## src/rtl/timer_counter.sv

```systemverilog
// Memory-mapped countdown timer: CTRL/PRESET/COUNT word registers on the device bus,
// a four-state count FSM, and a maskable interrupt line.
module timer_counter #(
    parameter logic [31:0] BASE_ADDR = 32'h0000_7F00
) (
    input  logic        clk,
    input  logic        reset,
    input  logic [31:0] Addr,
    input  logic        We,
    input  logic [31:0] WD,
    output logic [31:0] RD,
    output logic        IRQ
);

    typedef enum logic [1:0] {
        S_IDLE = 2'd0,
        S_LOAD = 2'd1,
        S_CNT  = 2'd2,
        S_INT  = 2'd3
    } state_t;

    localparam logic [31:0] LAST_ADDR = BASE_ADDR + 32'h0000_000B;

    state_t      state_q, state_d;
    logic [3:0]  ctrl_q, ctrl_d;
    logic [31:0] preset_q, preset_d;
    logic [31:0] count_q, count_d;
    logic        irq_pending_q, irq_pending_d;

    logic        sel;
    logic [1:0]  idx;
    logic        wr_ctrl;
    logic        wr_preset;
    logic        enable;
    logic        auto_reload;

    // The window is 16-byte aligned, so the low address bits index the register.
    assign sel         = (Addr >= BASE_ADDR) && (Addr <= LAST_ADDR);
    assign idx         = Addr[3:2];
    assign wr_ctrl     = sel && We && (idx == 2'd0);
    assign wr_preset   = sel && We && (idx == 2'd1);
    assign enable      = ctrl_q[0];
    assign auto_reload = (ctrl_q[2:1] == 2'b01);

    always_comb begin
        RD = 32'd0;
        if (sel) begin
            case (idx)
                2'd0:    RD = {28'd0, ctrl_q};
                2'd1:    RD = preset_q;
                2'd2:    RD = count_q;
                default: RD = 32'd0;
            endcase
        end
    end

    always_comb begin
        state_d       = state_q;
        ctrl_d        = ctrl_q;
        preset_d      = preset_q;
        count_d       = count_q;
        irq_pending_d = irq_pending_q;

        case (state_q)
            S_IDLE: begin
                if (enable) begin
                    state_d = S_LOAD;
                end
            end
            S_LOAD: begin
                count_d = preset_q;
                state_d = S_CNT;
            end
            S_CNT: begin
                if (!enable) begin
                    state_d = S_IDLE;
                end else if (count_q > 32'd1) begin
                    count_d = count_q - 32'd1;
                end else begin
                    // A loaded value of 0 expires on the same cycle as 1.
                    count_d       = 32'd0;
                    irq_pending_d = 1'b1;
                    state_d       = S_INT;
                end
            end
            S_INT: begin
                if (auto_reload) begin
                    irq_pending_d = 1'b0;
                    state_d       = S_LOAD;
                end else begin
                    ctrl_d[0] = 1'b0;
                    state_d   = S_IDLE;
                end
            end
            default: state_d = S_IDLE;
        endcase

        // Bus writes come last so they win over the FSM's own Enable clear.
        if (wr_ctrl) begin
            ctrl_d        = WD[3:0];
            irq_pending_d = 1'b0;
        end
        if (wr_preset) begin
            preset_d      = WD;
            irq_pending_d = 1'b0;
        end
    end

    always_ff @(posedge clk or negedge reset) begin
        if (!reset) begin
            state_q       <= S_IDLE;
            ctrl_q        <= 4'd0;
            preset_q      <= 32'd0;
            count_q       <= 32'd0;
            irq_pending_q <= 1'b0;
        end else begin
            state_q       <= state_d;
            ctrl_q        <= ctrl_d;
            preset_q      <= preset_d;
            count_q       <= count_d;
            irq_pending_q <= irq_pending_d;
        end
    end

    assign IRQ = irq_pending_q & ctrl_q[3];

endmodule

```

## config.mk

```make
export PLATFORM = sky130hd
export DESIGN_NAME = timer_counter
export DESIGN_NICKNAME = d
export VERILOG_FILES = /design/src/rtl/timer_counter.sv
export SDC_FILE = /design/constraint.sdc
export NUM_CORES = 1
export LEC_CHECK = 0
export ABC_CLOCK_PERIOD_IN_PS = 3200
export CAP_MARGIN = 20
export CORE_MARGIN = 4
export CORE_UTILIZATION = 45
export CTS_CLUSTER_DIAMETER = 60
export DETAILED_ROUTE_END_ITERATION = 8
export PLACE_DENSITY_LB_ADDON = 0.08
export SYNTH_ARGS = -nofsm -noshare
export SYNTH_HDL_FRONTEND = slang
export SYNTH_SLANG_ARGS = --single-unit
```

## constraint.sdc

```tcl
create_clock -name clk -period 3.2 [get_ports clk]
set_input_delay 0.48 -clock clk [delete_from_list [all_inputs] [get_ports clk]]
set_output_delay 0.48 -clock clk [all_outputs]
set_load 0.02 [all_outputs]
```

After elaboration in Yosys (flattened, before gate mapping) --
Index checks and enable logic that the tools add are counted.
Word-level totals: register bits after elaboration 71, bits of input ports 67, word-level logic and storage cells 56
Cells by class: mux-type cells 19, bitwise gates (word level) 1, eq/ne operators 13, reduce and logical (&&, ||, !) cells 13, order comparisons 3, add/subtract/negate cells 1
Operators with widths (count):
- $mux 32 | 3
- $pmux 32 s3 | 1
- $pmux 32 s2 | 1
- $ge 32x15->1 const B | 1
- $gt 32x1->1 const B | 1
- $le 32x15->1 const B | 1
- $sub 32x1->32 const B | 1
- $ne 4x4->1 const B | 3
- $mux 1 | 9
- $pmux 2 s4 | 1
- $eq 2x1->1 const B | 3
- $eq 2x2->1 const B | 3
- $mux 2 | 3
- $ne 2x2->1 const B | 3
- $reduce_and 2->1 | 3
- $logic_and 1x1->1 | 4
- $logic_not 2->1 | 2
- $reduce_and 4->1 | 1
- $reduce_bool 2->1 | 2
- $reduce_bool 4->1 | 1
- $ne 3x3->1 const B | 1
- $pmux 1 s2 | 1
- $and 1x1->1 | 1

Depth between registers and ports, before layout --
Gate-level depths: netlist (run 1).
depth after elaboration 6, gate-level depth with buffers 9, mapped depth without buffers 7

Worst setup path before layout (run 1) --
No wires, ideal clock.
path kind input-to-output, start point input port Addr[27], end point output port RD[10], path buffers 1, data arrival time 1.926 ns, path slack 0.794 ns, stages 5, path through or4_1 -> a21oi_1 -> nand4b_1 -> clkbuf_1 -> nor2_1
Between the ends: longest elaborated chain between the ends 3, elaborated cells on any way between the ends 4
Ends and longest elaborated chain:
- start, declared | line 8 | input logic [31:0] Addr,
- $ge 32x15->1 or $le 32x15->1 (tied branches) | line 38 | assign sel = (Addr >= BASE_ADDR) && (Addr <= LAST_ADDR);
- $logic_and 1x1->1 * | line 38
- $mux 32 * | line 47 | if (sel) begin
- end, declared | line 11 | output logic [31:0] RD,
Mark *: on every way between the ends. The rest lies on a longest branch, timed or not.

Worst setup path in the final report (run 1) --
start point input port Addr[27], end point output port RD[5]
The elaborated chain is that of the path after synthesis.

==> metrics.md, run 1 <==
| Metric | Value |
|---|---|
| CP max stage delay | `0.51 ns` |
| Mapped Avg Cell Area | `a little over 9 sq um` |
| Die Height | `106 microns` |
| Final Slew Violations | `0` |
| Most frequent cell after synthesis | `dfrtp_1` |
| Slew HR | `46.9%` |
| Worst clock skew | `roughly 0.015 ns` |
| Post-synth EDFFs | `0` |
| CTS tree | `yes` |
| # port buffers | `97` |
| Post-DP HPWL | `8.62 mm` |
| Die width | `106 microns` |
| IO Pins | `100` |
| Pwr per Cell Area | `320 nW/um^2` |
| Clock tree sinks | `71` |
| Hold Crit Class | `in -> async` |
| Reg2Reg Depth | `7` |
| Worst VDD drop | `0.162 mV` |
| Metal1 wirelength | `between 5 and 6 mm` |
| First-pass GRT wire length | `20.6 mm` |
| Via density | `6.14` |
| Synth area leaders | `dfrtp_1 (41%), mux2_2 (8.9%), a22oi_1 (6.3%)` |
| N_diodes | `0` |
| Clock Latency Late Sink | `0.37 ns` |
| Startpoint type of the worst setup path | `input pin` |
| Net count, final | `625` |
| Sequential area share after synthesis | `41.2%` |
| Commonest cells in the netlist | `dfrtp_1 (71), nor2_1 (54), a22oi_1 (36)` |
| Initial core utilization | `46.4%` |
| Via Count | `between 4,000 and 5,000` |
| Dpl cell area | `5450 sq um` |
| GRT overflow | `0` |
| Post-route ant nets | `0` |
| 1st-iter DRT viols | `231` |
| Final Instance Area | `5760 sq um` |
| Share of layout cells above drive strength 1 | `14.3%` |
| Clock buffer depth | `2` |
| Setup TNS | `0 ns` |
| Post-Syn Area | `4310 sq um` |
| Max FO, Critical Path | `18` |
| Post-layout util | `62.0%` |
| Cells along the critical path | `clkdlybuf4s50_1 > or4_1 > a21oi_1 > nand4b_1 > buf_4 > nor2_1 > dlymetal6s2s_1` |
| Number of global-route vias before repair | `4,030` |
| Clk slew on worst S/H paths | `0.08 ns` |
| Drt drc | `0` |
| Final hold vios | `0` |
| Final wirelength | `12.6 mm` |
| Max Cap Violations | `0` |
| Synthesis-to-finish area growth | `33.5%` |
| Netlist cell types | `59` |
| Least-Margin Pin Slew | `0.790 ns` |
| Core Rows | `35` |
| Routed len/inst | `18.3 microns` |
| RePlAce Congestion | `around 0.9` |
| Num CTS Buffers | `9` |
| Syn Inst Count | `470` |
| Async S/R FF share, synth | `100%` |
| Setup Viol. Count Final | `0` |
| Cell taking the most area after synthesis | `dfrtp_1` |
| Pre-antenna DRT Iters | `5` |
| Fin crit period | `roughly 2.8 ns` |
| Overall routing resource usage | `22.5%` |
| Initial antenna violation count | `0` |
| CP Launch Point | `Addr[27]` |
| Status | `finished clean` |
| Final Hold Slack | `0.188 ns` |
| Hold buffer count at cts | `0` |
| Worst Setup End Kind | `output pin` |
| Post-CTS Setup Bufs | `0` |
| RSZ-0062 raised after global routing | `no` |
| CORE AREA | `~9300 sq um` |
| Met3 WL | `932 microns` |
| Critical Setup Path Class | `in -> out` |
| Worst reg2reg path startpoint | `count_q[0]` |
| DIE AREA | `around 11,000 sq um` |
| Area share of the largest cell type after synthesis | `41.2%` |
| Fin crit share | `87.4%` |
| CTS Root Cell | `clkbuf_8` |
| Slowest stage cell, crit path | `or4_1` |
| Flip-flop and latch count after synthesis | `approximately 70` |
| Synth Warn # | `0` |
| Critical path arrival | `2.32 ns` |
| CP Data Required Time | `2.72 ns` |
| Max Used Layer | `met4` |
| H-tree Lvls | `3` |
| Largest net degree at the start of global routing | `41` |
| Routed length on met2 | `5.97 mm` |
| P_leak | `3.07 nW` |
| Syn nets | `539` |
| Top_reg_cell synth | `dfrtp_1` |
| Fmax | `0.358 GHz` |
## metal layers
metal / up-vias / global-route usage [%]
li1: 1968 / -
met1: 2072 / 30.8
met2: 175 / 36.1
met3: 20 / 5.33
met4: 0 / 5.46
met5: - / 0
## worst max-delay path, delay by kind of cell
kind	cells	cell delay (ns)
AO/OA/AOI/OAI	1	0.17
buffers and inverters	3	0.86
AND/OR/NAND/NOR	3	0.80
## flip-flops by register name, summed over array words and instances (netlist names)
name and flops:
ctrl_q 4, state_q 2, count_q 32, irq_pending_q 1, preset_q 32
## timing repair
item | in CTS | in global routing
gates resized for setup | 0 | 32
setup endpoints to repair | 0 | 32
hold endpoints to repair | 0 | 0
## kinds of logic after synthesis
kind of cell	share of synthesized area (%)
flip-flops	41.2
adder cells (fa/ha/maj)	0.580
buffers and inverters	4.38
AND/OR/NAND/NOR	24.8
AO/OA/AOI/OAI	18.2
multiplexers	10.8
## placed cells by master, fill, tap and decap left out, types with 8 or more instances in the layout
cell type	count
clkdlybuf4s50_1	64
nand2_1	29
buf_4	15
nand3_1	28
or4_1	16
nor2_1	53
clkbuf_8	9
dlymetal6s2s_1	32
nor4_1	15
or3_1	11
a22oi_1	36
mux2_2	34
nand4_1	8
a21oi_1	20
dfrtp_1	71
## stage by stage
| stage | power (W) | setup slack (ns) | instances |
|---|---|---|---|
| global placement | 0.00104 | 0.0380 | 674 |
| global route | 0.00190 | 0.279 | 690 |
| CTS | 0.00186 | 0.0104 | 690 |
| finish | 0.00184 | 0.403 | 690 |
| detailed placement | 0.00104 | 0.0267 | 674 |
| floorplan | 0.000932 | 0.794 | 470 |
## report_power, final
| group | internal [W] | switching [W] | total, W |
|---|---|---|---|
| Combinational | 0.0000801 | 0.0000475 | 0.000128 |
| Clock | 0.000440 | 0.000380 | 0.000820 |
| Sequential | 0.000896 | 0.000000000164 | 0.000896 |
## final timing paths
kind	slack, ns	to
worst min-delay path	0.19	preset_q[28]
max in group asynchronous	2.35	count_q[12]
worst min register to register	0.51	count_q[10]
min in group clk	0.51	count_q[10]
worst max register to register	0.52	count_q[28]
worst max-delay path	0.40	RD[5]
## layout make-up
class | instances | area (sq um)
clock buffer | 9 | 124
multi-input combinational | 353 | 2350
inverter | 6 | 22.5
timing repair buffer | 115 | 1220
fill | 852 | 3530
clock inverter | 7 | 97.6
sequential | 71 | 1780
tap | 129 | 161
(Power assumes the default switching activity.)
==> run 2, diff against run 1 <==
--- a/config.mk
+++ b/config.mk
@@ -10,7 +10,9 @@
 export CORE_MARGIN = 4
 export CORE_UTILIZATION = 45
 export CTS_CLUSTER_DIAMETER = 60
+export CTS_CLUSTER_SIZE = 14
 export DETAILED_ROUTE_END_ITERATION = 8
+export DONT_BUFFER_PORTS = 1
 export PLACE_DENSITY_LB_ADDON = 0.08
 export SYNTH_ARGS = -nofsm -noshare
 export SYNTH_HDL_FRONTEND = slang
==> metrics.md, run 2 (synthesis results as in run 1) <==
| Metric | Value |
|---|---|
| Most frequent cells in the layout | `dfrtp_1 (71), nor2_1 (53), buf_4 (49)` |
| Status | `finished clean` |
| H-tree Lvls | `3` |
| Final wirelength | `12.1 mm` |
| Number of global-route vias before repair | `3,905` |
| Reg2Reg Depth | `6` |
| Commonest non-fill, non-tap cell in the layout | `dfrtp_1` |
| Pre-antenna DRT Iters | `5` |
| Hold buffer count at cts | `1` |
| Clock buffer depth | `2` |
| CTS tree | `yes` |
| Routed len/inst | `about 19 microns` |
| Startpoint type of the worst setup path | `register` |
| Critical Setup Path Class | `reg -> reg` |
| P_leak | `2.26 nW` |
| Largest net degree at the start of global routing | `72` |
| Drt drc | `0` |
| CTS Root Cell | `clkbuf_8` |
| Setup TNS | `0 ns` |
| Initial core utilization | `46.4%` |
| Initial antenna violation count | `0` |
| N_diodes | `0` |
| RePlAce Congestion | `0.835` |
| Least-Margin Pin Slew | `a little under 0.7 ns` |
| Reg2Reg Setup Slack | `0.60 ns` |
| Post-route ant nets | `0` |
| Worst Setup End Kind | `register` |
| Cells after DPL | `between 600 and 700` |
| Biggest regs | `count_q x32, preset_q x32, ctrl_q x4` |
| Hold Crit Class | `in -> async` |
| Worst clock skew | `0.00897 ns` |
| Slew HR | `around 54%` |
| DIE AREA | `11,200 sq um` |
| Die width | `106 microns` |
| Share of layout cells above drive strength 1 | `22.0%` |
| 1st-iter DRT viols | `around 290` |
| Final hold vios | `0` |
| Max Cap Violations | `0` |
| Worst VDD drop | `about 0.16 mV` |
| Clock tree sinks | `71` |
| Post-CTS Resized | `0` |
| CP Data Required Time | `3.44 ns` |
| Via Count | `~4,000` |
| Post-CTS Setup Bufs | `0` |
| Worst reg2reg path startpoint | `count_q[23]` |
| Final cell count without fillers | `625` |
| Setup Viol. Count Final | `0` |
| CORE AREA | `9280 sq um` |
| RSZ-0062 raised after global routing | `no` |
| Fmax | `0.385 GHz` |
| # port buffers | `0` |
| GRT overflow | `0` |
| Via density | `6.23` |
| Final Slew Violations | `0` |
| Max FO, Critical Path | `11` |
| Overall routing resource usage | `between 20% and 30%` |
| Core Rows | `35` |
| Critical path arrival | `2.83 ns` |
| Synthesis-to-finish area growth | `13.5%` |
| R2r endpoint | `count_q[2]` |
| IO Pins | `100` |
| Post-DP HPWL | `8.39 mm` |
| Num CTS Buffers | `9` |
| # fillers | `905` |
| Fin crit share | `81.1%` |
| Net count, final | `560` |
| First-pass GRT wire length | `20.3 mm` |
| Pwr per Cell Area | `approximately 330 nW/um^2` |
| Fin crit period | `2.60 ns` |
| Clock Latency Late Sink | `0.35 ns` |
| Clk slew on worst S/H paths | `0.08 ns` |
| Die Height | `106 microns` |
run 2: final cells by class:
cell class                 instances  area [sq um]  share of cell area (%)
multi-input combinational        353          2360                    48.2
timing repair buffer              50           395                    8.08
sequential                        71          1780                    36.3
clock inverter                     3          17.5                   0.358
inverter                           6          22.5                   0.460
clock buffer                      13           159                    3.25
tap                              129           161                    3.30
run 2: where the power goes:
part	internal [W]	leakage [nW]	switching, W
Combinational	0.0000115	1.19	0.0000330
Clock	0.000322	0.0894	0.000347
Sequential	0.000896	0.987	0.000000000156
run 2: how the worst max path moves through the flow:
| stage | from | end | slack, ns | cells past startpoint |
|---|---|---|---|---|
| after global routing | count_q[23] | count_q[5] | 0.43 | 6 |
| after CTS | count_q[23] | count_q[5] | 0.60 | 6 |
| final | count_q[23] | count_q[2] | 0.60 | 6 |
| after global placement | count_q[23] | count_q[5] | 0.63 | 6 |
| after detailed placement | count_q[23] | count_q[5] | 0.60 | 6 |
| after floorplan | Addr[27] | RD[10] | 0.79 | 5 |
run 2: metrics by stage:
step	worst slack (ns)	instance area (sq um)	power [W]	util, %	hold slack [ns]
after floorplan	0.794	4310	0.000932	-	0.184
after global placement	0.628	4690	0.000938	50.5	0.186
after detailed placement	0.597	4690	0.000938	50.5	0.186
after CTS	0.595	4890	0.00163	52.7	0.0201
after global routing	0.432	4890	0.00167	52.7	0.0326
final	0.603	4890	0.00161	52.7	0.00867
run 2: layer usage:
metal	track usage, %	vias up	routed length, microns
met5	0	-	0
met4	7.96	0	173
met3	3.92	17	696
met2	35.7	148	5700
met1	30.7	1885	5570
li1	-	1846	-
run 2: worst max-delay path: stages, from the launching register on:
cell and delay [ns]:
dfrtp_1 0.41, or4_1 0.68, nor4_2 0.38, and3_1 0.38, buf_4 0.26, nor2_1 0.08
a221o_1 0.29
